### src/rtl/sequencer.sv
// Multi-cycle control sequencer for a 16-bit accumulator-less core.
// Fetch, decode, execute, memory and writeback driven from ir.
module sequencer (
  input  logic        clk,
  input  logic        rst,
  input  logic [15:0] mem_rdata,
  input  logic        mem_ack,
  output logic        mem_req,
  output logic        mem_we,
  output logic [2:0]  src_sel,
  output logic [2:0]  dst_sel,
  output logic        reg_out_en,
  output logic        reg_in_en,
  output logic        pc_inc,
  output logic        alu_en,
  output logic [2:0]  alu_op,
  output logic        halted,
  output logic [2:0]  state
);

  typedef enum logic [2:0] {
    S_FETCH  = 3'd0,
    S_DECODE = 3'd1,
    S_EXEC   = 3'd2,
    S_MEM    = 3'd3,
    S_WB     = 3'd4,
    S_HALT   = 3'd7
  } state_t;

  state_t      cur;
  state_t      nxt;
  logic [15:0] ir;
  logic        ir_ld;

  logic [3:0]  opc;
  logic [2:0]  f_dst;
  logic [2:0]  f_src;
  logic [2:0]  f_aop;
  logic        is_mov;
  logic        is_alu;
  logic        is_ld;
  logic        is_st;
  logic        is_hlt;
  logic        unused_ir;

  assign opc       = ir[15:12];
  assign f_dst     = ir[11:9];
  assign f_src     = ir[8:6];
  assign f_aop     = ir[2:0];
  assign unused_ir = ^ir[5:3];

  assign is_mov = (opc == 4'h1);
  assign is_alu = (opc == 4'h2);
  assign is_ld  = (opc == 4'h3);
  assign is_st  = (opc == 4'h4);
  assign is_hlt = (opc == 4'hF);

  assign state = cur;

  // State and instruction register; reset abandons any transfer.
  always_ff @(posedge clk) begin
    if (rst) begin
      cur <= S_FETCH;
      ir  <= 16'h0000;
    end else begin
      cur <= nxt;
      if (ir_ld) ir <= mem_rdata;
    end
  end

  // Next-state and control decode; everything is gated off in reset.
  always_comb begin
    nxt        = cur;
    ir_ld      = 1'b0;
    mem_req    = 1'b0;
    mem_we     = 1'b0;
    src_sel    = 3'd0;
    dst_sel    = 3'd0;
    reg_out_en = 1'b0;
    reg_in_en  = 1'b0;
    pc_inc     = 1'b0;
    alu_en     = 1'b0;
    alu_op     = 3'd0;
    halted     = 1'b0;
    case (cur)
      S_FETCH: begin
        mem_req    = 1'b1;
        reg_out_en = 1'b1;
        if (mem_ack) begin
          ir_ld  = 1'b1;
          pc_inc = 1'b1;
          nxt    = S_DECODE;
        end
      end
      S_DECODE: nxt = S_EXEC;
      S_EXEC: begin
        unique case (1'b1)
          is_mov: begin
            src_sel    = f_src;
            dst_sel    = f_dst;
            reg_out_en = 1'b1;
            reg_in_en  = 1'b1;
            nxt        = S_FETCH;
          end
          is_alu: begin
            src_sel   = f_src;
            dst_sel   = f_dst;
            alu_en    = 1'b1;
            alu_op    = f_aop;
            reg_in_en = 1'b1;
            nxt       = S_FETCH;
          end
          is_ld, is_st: nxt = S_MEM;
          is_hlt:       nxt = S_HALT;
          default:      nxt = S_FETCH;
        endcase
      end
      S_MEM: begin
        mem_req    = 1'b1;
        src_sel    = f_src;
        reg_out_en = 1'b1;
        if (is_st) begin
          mem_we  = 1'b1;
          dst_sel = f_dst;
        end
        if (mem_ack) nxt = is_st ? S_FETCH : S_WB;
      end
      S_WB: begin
        dst_sel   = f_dst;
        reg_in_en = 1'b1;
        nxt       = S_FETCH;
      end
      S_HALT: begin
        halted = 1'b1;
        nxt    = S_HALT;
      end
      default: nxt = S_FETCH;
    endcase
    if (rst) begin
      ir_ld      = 1'b0;
      mem_req    = 1'b0;
      mem_we     = 1'b0;
      src_sel    = 3'd0;
      dst_sel    = 3'd0;
      reg_out_en = 1'b0;
      reg_in_en  = 1'b0;
      pc_inc     = 1'b0;
      alu_en     = 1'b0;
      alu_op     = 3'd0;
    end
  end

endmodule

### config.mk
export PLATFORM = sky130hd
export DESIGN_NAME = sequencer
export DESIGN_NICKNAME = d
export VERILOG_FILES = /design/src/rtl/sequencer.sv
export SDC_FILE = /design/constraint.sdc
export NUM_CORES = 1
export LEC_CHECK = 0
export CORE_ASPECT_RATIO = 1.25
export CORE_MARGIN = 3
export CORE_UTILIZATION = 45
export DETAILED_ROUTE_END_ITERATION = 10
export PLACE_DENSITY_LB_ADDON = 0.05
export SKIP_LAST_GASP = 1
export SYNTH_ARGS = -nofsm -noshare
export SYNTH_HDL_FRONTEND = slang
export SYNTH_SLANG_ARGS = --single-unit
export TNS_END_PERCENT = 30
### constraint.sdc
create_clock -name clk -period 3.5 [get_ports clk]
set_input_delay 0.7 -clock clk [delete_from_list [all_inputs] [get_ports clk]]
set_output_delay 0.7 -clock clk [all_outputs]
set_load 0.01 [all_outputs]
==> results.md, run 1 <==
Critical path:
- Traced cell by cell, the critical path runs through clkdlybuf4s50_1 -> or3b_1 -> a311o_1 -> a21boi_1 -> clkdlybuf4s50_1.
- The critical path contains buffers and inverters numbering 2 combined.
- The start-to-end type of the worst setup path is input pin to primary output.
- In this run the worst path has a maximum fanout of 5.
- Among the stages of the critical path, the cell type that occurs most often is clkdlybuf4s50_1.
- The critical path's top delay family is buffers and inverters.
- The arrival time of data at the critical path endpoint is ~2.7 ns.
- The slowest cell on the critical path is clkdlybuf4s50_1.
- The peak per-stage delay on the critical path is roughly 0.56 ns.
- The required arrival time at the worst endpoint is 2.80 ns.
- The category of the worst setup path capture point is a primary output.
- STA classifies the critical path startpoint as an input pin.

Synthesis:
- The biggest area contributor in the post-synthesis netlist is dfxtp_1.
- In this run the cell area of the synthesized design comes to slightly above 900 sq um.
- The flop and latch count out of synthesis is 16.
- In the synthesized netlist the async set-or-reset flop fraction comes to 0.
- Counting every instance in the synthesized netlist gives between 100 and 150.
- Of the synthesized area, sequential elements account for 0.3483.
- The net count after synthesis is between 100 and 150.
- By area the synthesized netlist is led by dfxtp_1, nand2_1, a21oi_1, or4b_1, clkbuf_1.
- The dominant synthesized flop cell is dfxtp_1.
- The number of enable flip-flop cells after synthesis is 0.
- Yosys printed 0 warnings.
- The average instance in the mapped netlist occupies approximately 7.8 sq um.
- The count of unique library cells instantiated by Yosys is 35.
- Of the post-synthesis cell area, the dominant cell type holds 0.3483.

Global route:
- The via count of the first global-routing pass is around 850.
- The maximum number of pins on one net before global-route repair is 19.
- Across every metal layer, demand over resource in global routing totals 0.1891.
- The wire length of the first global-routing pass is 3.698 mm.
- After global routing the overflow that remains totals 0.
- The number of antenna violations at the first check in global routing is 0.

Pwr:
- The standby leakage power is between 0.4 and 0.5 nW.
- For this design the ratio of total power to cell area is between 300 and 400 mW/mm^2.
- VDD sags by at most approximately 0.00026 V.
- The overall power consumption is 416.5 uW.

Floorplanning:
- The total die area is between 0.002 and 0.003 sq mm.
- The floorplan step set the die height to approximately 57 um.
- Pin placement for this block handled 38 I/O pins.
- The starting density of the core is 0.4970.
- The floorplan has 17 rows.
- The placeable core region is ~0.0019 sq mm.
- Measured along the x axis, the die boundary spans 46.44 um.

Cells and area:
- The number of antenna diodes is 0.
- The area growth from synthesis to layout is 40.68%.
- The finished layout holds around 170 standard cells, fillers aside.
- The multi-input gate area in the final layout is between 500 and 600 sq um.
- Of the cells placed in the final design, the portion with a size suffix greater than 1 is 0.07432.
- The final layout contains 168 nets.
- The register cell area after layout is approximately 320 sq um.
- The total of fill cells in the finished design is about 150.

Routing:
- The number of violations reported at the end of detailed-routing iteration 0 is 20.
- In this run the remaining antenna-violating nets after routing total 0.
- After detailed routing, the number of remaining DRC violations is 0.
- Using the TritonRoute via totals, the vias-per-cell ratio works out to 5.689.
- The detailed-route via count is between 900 and 1000.
- The number of iterations in the first detailed-routing pass is 5.
- After detailed routing, the total wire length is 2.121 mm.
- The routed length per placed instance is roughly 13 um.

Timing:
- Dividing the final minimum period by the clock period gives 0.9761.
- Subtracting the final worst setup slack from the clock period gives 3.416 ns.
- Headroom to the max-slew limit came out at 0.6456.
- Based on the critical path, the design can be clocked at up to 292.7 MHz.
- The number of pins with negative max-slew slack in the final report is 0.
- At the pin with the least slew margin, the transition time is between 0.5 and 0.6 ns.
- Setup repair after global routing could not meet its margin everywhere.
- The final-report hold violation count is 0.
- Across the routed clock network, the largest skew measured is between 0.004 and 0.005 ns.
- Setup violations remaining at the end of the flow were counted as 0.

Place:
- The half-perimeter wire length after detailed placement is roughly 1.6 mm.
- At the end of routability-driven placement, the weighted congestion stood at ~0.81.
- Counting tap cells, the placed design contains a total of between 150 and 200 instances.
- The number of buffers inserted by port buffering is 34.

CTS:
- The number of buffers inserted during clock tree synthesis is 3.
- The clock net in this run drives a total of 16 sinks.
- No sink is reached through more buffers than the 2 on the longest clock path.
- The number of hold buffers added after CTS was 0.
- TritonCTS built the clock tree.
- After clock tree synthesis, the setup repair step added 0 buffers.
- The cell chosen for the clock root is clkbuf_4.
- Clock-pin slew was measured on the worst setup and hold paths at roughly 0.10 ns.
- The insertion delay of the later-clocked pin in the worst-skew pair is around 0.29 ns.
- CTS built an H-tree with a depth of 1.

Run:
- The number of violations of the max-capacitance limit is 0.

Outcome:
- The run finished with clean final reports.

Hold path:
- The min-delay analysis places its worst path in the category flip-flop to flip-flop.
metrics by stage:
stage          worst slack (ns)  instance area (sq um)  utilization  setup TNS [ns]  hold slack, ns
5_1_grt                -0.06533                   1294       0.6991         -0.2983          0.4824
6_report                0.08382                   1294       0.6991               0          0.4533
2_1_floorplan            0.9939                  919.6            -               0          0.4315
4_1_cts                 0.04733                   1294       0.6991               0          0.4573
3_3_place_gp            0.08477                   1257       0.6795               0          0.4387
3_5_place_dp            0.06519                   1257       0.6795               0          0.4435
cell type report:
| cell class | instances | area share |
|---|---|---|
| inverters | 2 | 0.005803 |
| multi-input cells | 88 | 0.4139 |
| repair buffers | 38 | 0.2863 |
| well taps | 19 | 0.01838 |
| clock buffers | 4 | 0.02805 |
| flip-flops and latches | 16 | 0.2476 |
sequential cells by signal (all words and copies together) (netlist names):
register,count
ir,13
state,3
cells by family (layout without fill, tap and decap cells):
family / after synthesis / in the layout / share of synthesized area
buf+inv: 14 / 44 / 0.06939
xor+xnor: 2 / 2 / 0.01905
flops: 16 / 16 / 0.3483
compound gates: 25 / 25 / 0.1633
simple gates: 61 / 61 / 0.4000
cell usage in the layout, fill, tap and decap left out, types with 3 or more instances in the layout:
cell             Yosys  final
clkdlybuf4s50_1      0     34
nand2_1             27     27
dfxtp_1             16     16
a21oi_1             15     15
nor3b_1              4      4
or4b_1               4      4
buf_4                0      4
nand2b_1             3      3
a21boi_1             3      3
and2_1               3      3
nor3_1               3      3
clkbuf_4             0      3
synthesized netlist by cell type (2+ instances only):
| cell | n |
|---|---|
| a21boi_1 | 3 |
| a21oi_1 | 15 |
| and2_1 | 3 |
| buf_2 | 3 |
| clkbuf_1 | 8 |
| dfxtp_1 | 16 |
| inv_1 | 2 |
| nand2_1 | 27 |
| nand2b_1 | 3 |
| nor2_1 | 2 |
| nor3_1 | 3 |
| nor3b_1 | 4 |
| nor4b_1 | 2 |
| or3b_1 | 2 |
| or4b_1 | 4 |
| xor2_1 | 2 |
worst paths after layout:
path | from | endpoint | slack [ns] | cells past startpoint
max | rst | dst_sel[0] | 0.08 | 5
min | ir[1]$_SDFFE_PP0P_ | ir[1]$_SDFFE_PP0P_ | 0.45 | 2
max reg2reg | state[0]$_SDFFE_PP0P_ | ir[7]$_SDFFE_PP0P_ | 1.87 | 3
min reg2reg | ir[1]$_SDFFE_PP0P_ | ir[1]$_SDFFE_PP0P_ | 0.45 | 2
layer usage:
| layer | track usage | part of all wire |
|---|---|---|
| met3 | 0.04808 | 0.065 |
| met4 | 0.06504 | 0.016 |
| met2 | 0.2933 | 0.49 |
| met5 | 0 | 0 |
| met1 | 0.2461 | 0.43 |
worst register-to-register path: cells and delay by family, from the launching register on:
family | cells | cell delay [ns]
AO/OA/AOI/OAI | 1 | 0.07
AND/OR/NAND/NOR | 2 | 0.98
flip-flops | 1 | 0.48
repair_timing:
item                                   in CTS  in global routing
endpoints found under the hold margin       0                  0
gates resized for setup                     0                  0
setup endpoints to repair                   0                  6
where the power goes:
group          total (mW)  internal (mW)  leakage (nW)  switching [mW]
combinational      0.0842         0.0472         0.313          0.0370
sequential          0.209          0.194         0.131          0.0158
clock               0.123         0.0634        0.0210          0.0595
total               0.416          0.304         0.466           0.112
Note: power is estimated with default switching activity, not from simulation.
==> run 2, diff against run 1 <==
CTS_CLUSTER_DIAMETER = 30   (was unset)
==> results of run 2 <==
Final layout, timing and power as in run 1 (identical DEF).
==> run 3, diff against run 2 <==
CORE_MARGIN = 5   (was 3)
GPL_ROUTABILITY_DRIVEN = 0   (was unset)
==> run 3 against run 2 <==
  * Critical path depth unchanged
  * Die area rose by 16%
  * Core utilization decreased by 4.1 points
  * Design area decreased by 0.39%
  * Clock skew fell by 0.0017 ns
  * Clock power down 21%
  * Clock-buffer cell count is 1 lower
  * Non-clock buffer count up 1
  * Flip-flop and latch count did not move
  * Largest cell class unchanged
  * Highest routed layer unchanged
==> results.md, run 3 (synthesized netlist as in run 1, its figures left out) <==
Cells and area:
- The register cell area after layout is roughly 320 sq um.
- Compared with the post-synthesis result, the final layout area differs by 40.14%.
- The finished cells cover between 0.001 and 0.0015 sq mm.
- The register with the most flip-flops in the layout has 13 of them.
- In the layout the commonest cells are clkdlybuf4s50_1, nand2_1, dfxtp_1.
- The net count of the finished layout is approximately 170.
- The library cell used most frequently in the layout, excluding fill and tap cells, is clkdlybuf4s50_1.
- The multi-input gate area in the final layout is 535.5 sq um.
- The number of antenna diodes is 0.
- In the final layout, the share of cells above drive strength 1 is 0.07432.
- More flip-flops sit in one register than any other, and that register is ir.
- After filler insertion, the fill cell instance count of the layout stands at between 150 and 200.
- The final instance count without filler cells is approximately 170.

Hold path:
- The source of the worst hold timing path is ir[8]$_SDFFE_PP0P_.
- The worst hold path terminates at ir[8]$_SDFFE_PP0P_.
- Counting instances, the worst hold path has a depth of 2.
- The path class of the tightest hold or removal check is flip-flop to flip-flop.

Routing:
- The number of violations reported at the end of detailed-routing iteration 0 is 11.
- The first detailed-routing pass ran for 5 iterations.
- The uppermost layer routed is met4.
- In this run the remaining antenna-violating nets after routing total 0.
- The routed length per placed instance is about 14 um.
- The amount of wire on met2 after detailed routing is between 1 and 1.5 mm.
- The met1 wire length is 1.033 mm.
- The total routed wirelength is 2.355 mm.
- Summed over all nets, wire length on met3 after detailed routing comes to about 130 um.
- The per-cell via count in the routed design is ~5.6.
- Summing over every cut layer, the via total after detailed routing is between 900 and 1000.
- In the routed design, unresolved DRC markers number 0.

Timing:
- The worst hold slack is roughly 0.46 ns.
- The transition time of the tightest slew-check pin is roughly 0.44 ns.
- The number of pins with negative max-slew slack in the final report was 0.
- The remaining max-slew budget at the tightest pin is 0.7097.
- Setup repair after global routing could not meet its margin everywhere.
- Clock skew on the completed layout was measured at 0.002812 ns.
- The routed design could run at a clock period as short as between 3 and 4 ns.
- Setup violations remaining at the end of the flow were counted as 0.
- The final-report hold violation count is 0.
- The fmax is just under 300 MHz.
- Of the available clock period, the critical path in the final layout requires 0.9775.

Floorplanning:
- The total number of placement rows is 18.
- The core region is 0.001959 sq mm.
- For this configuration, the core starts out at a cell density of 0.4693.
- The total I/O pin count is 38.
- The y dimension of the die is between 60 and 70 um.
- The total die area is roughly 0.0031 sq mm.
- The die is around 50 um wide.

Global route:
- The first global-routing pass estimated ~3.9 mm of wire.
- The maximum number of pins on one net before global-route repair is 16.
- The overall global routing resource usage is 0.1618.
- The number of antenna violations at the first check in global routing is 0.
- Summed over all layers, the global routing overflow is 0.
- The via count of the first global-routing pass is 898.

Critical path:
- STA classifies the critical path endpoint as a primary output.
- Traced cell by cell, the critical path runs through clkdlybuf4s50_1 -> or3b_1 -> a311o_1 -> a21boi_1 -> clkdlybuf4s50_1.
- In this design, the stage delay of the slowest critical-path cell is ~0.55 ns.
- The end of the worst register-to-register path is ir[2]$_SDFFE_PP0P_.
- The maximum fanout along the worst path is 5.
- On the critical path, the stage with the largest delay is an instance of clkdlybuf4s50_1.
- The arrival time of data at the critical path endpoint is between 2 and 3 ns.
- For the worst setup path, the data required time is around 2.8 ns.
- The startpoint identified for the worst register-to-register timing path is state[0]$_SDFFE_PP0P_.
- The dominant cell type by count on the critical path is clkdlybuf4s50_1.
- The number of cells traversed by the worst register-to-register path is 4.
- The critical path is of the input pin to primary output type.
- The internal reg-to-reg setup slack is roughly 1.9 ns.
- The worst setup path is launched from an input pin.

Pwr:
- The part of the total power dissipated in combinational logic is 0.227.
- The clock network fraction of design power is 0.246.
- The total internal power is ~280 uW.
- The standby leakage power is between 0.4 and 0.5 nW.
- The share of total power consumed by net switching is 0.2840.
- Power spread over the standard cell area amounts to 305.4 mW/mm^2.
- The switching power total is about 110 uW.
- The peak supply drop is between 0.0002 and 0.00025 V.
- Of the total power, registers draw 0.527.

Place:
- The half-perimeter wire length after detailed placement is 1.748 mm.
- Port buffering added 34 buffers.
- Once placement finished, the instance area stood at 0.001266 sq mm.
- Once placement completed, the tool counted placed cells totaling between 150 and 200.

CTS:
- The clock slew seen by the registers of the worst setup and hold paths is 0.10 ns.
- The post-CTS repair timing setup buffer count is 0.
- The hold-fix buffer count after cts is 0.
- The level count of the clock H-tree is 1.
- The number of cells upsized or downsized after cts is 0.
- For the worst-skew pair, the clock arrives at the later sink with an insertion delay of between 0.2 and 0.3 ns.
- The CTS tree is built.
- The number of buffers inserted during clock tree synthesis is 3.
- The clock sink count is 16.
- The tree is rooted in a clkbuf_4.
- In this run the deepest clock path goes through 2 buffers.

Outcome:
- The run finished with clean final reports.

Run:
- The number of violations of the max-capacitance limit is 0.
-- run 3: cell type report --
type | instances | area share
repair buffers | 39 | 0.2932
well taps | 20 | 0.01942
flip-flops and latches | 16 | 0.2485
inverters | 2 | 0.005825
clock buffers | 3 | 0.01748
multi-input cells | 88 | 0.4155
-- run 3: worst max-delay path by stage --
stage	start	end	depth (start not counted)
final	rst	dst_sel[1]	5
after floorplan	rst	alu_op[0]	4
after CTS	rst	dst_sel[1]	5
after global placement	rst	alu_op[1]	5
after detailed placement	rst	dst_sel[1]	5
after global routing	rst	alu_op[0]	5
-- run 3: through the flow --
step	TNS [ns]	total power, mW	util	setup slack [ns]
6_report	0	0.3935	0.6577	0.07892
5_1_grt	-0.2117	0.4207	0.6577	-0.05653
3_3_place_gp	0	0.2984	0.6462	0.07773
3_5_place_dp	0	0.3011	0.6462	0.09394
4_1_cts	0	0.3968	0.6577	0.07137
2_1_floorplan	0	0.2605	-	0.9939
-- run 3: critical path: cells and delay by family --
family	cells	cell delay [ns]
AND/OR/NAND/NOR	1	0.46
AO/OA/AOI/OAI	2	0.55
buffers and inverters	2	1.00
-- run 3: per-layer routing --
metal	GRT usage	up-vias
met5	0	-
li1	-	475
met3	0.03440	2
met2	0.2926	27
met1	0.1964	437
met4	0.03650	0
-- run 3: power by group through the flow --
stage | logic (mW) | registers [mW] | clock network (mW)
3_5_place_dp | 0.0899 | 0.211 | 0
4_1_cts | 0.0903 | 0.207 | 0.0994
2_1_floorplan | 0.0571 | 0.203 | 0
3_3_place_gp | 0.0880 | 0.210 | 0
6_report | 0.0894 | 0.207 | 0.0969
5_1_grt | 0.0987 | 0.210 | 0.112
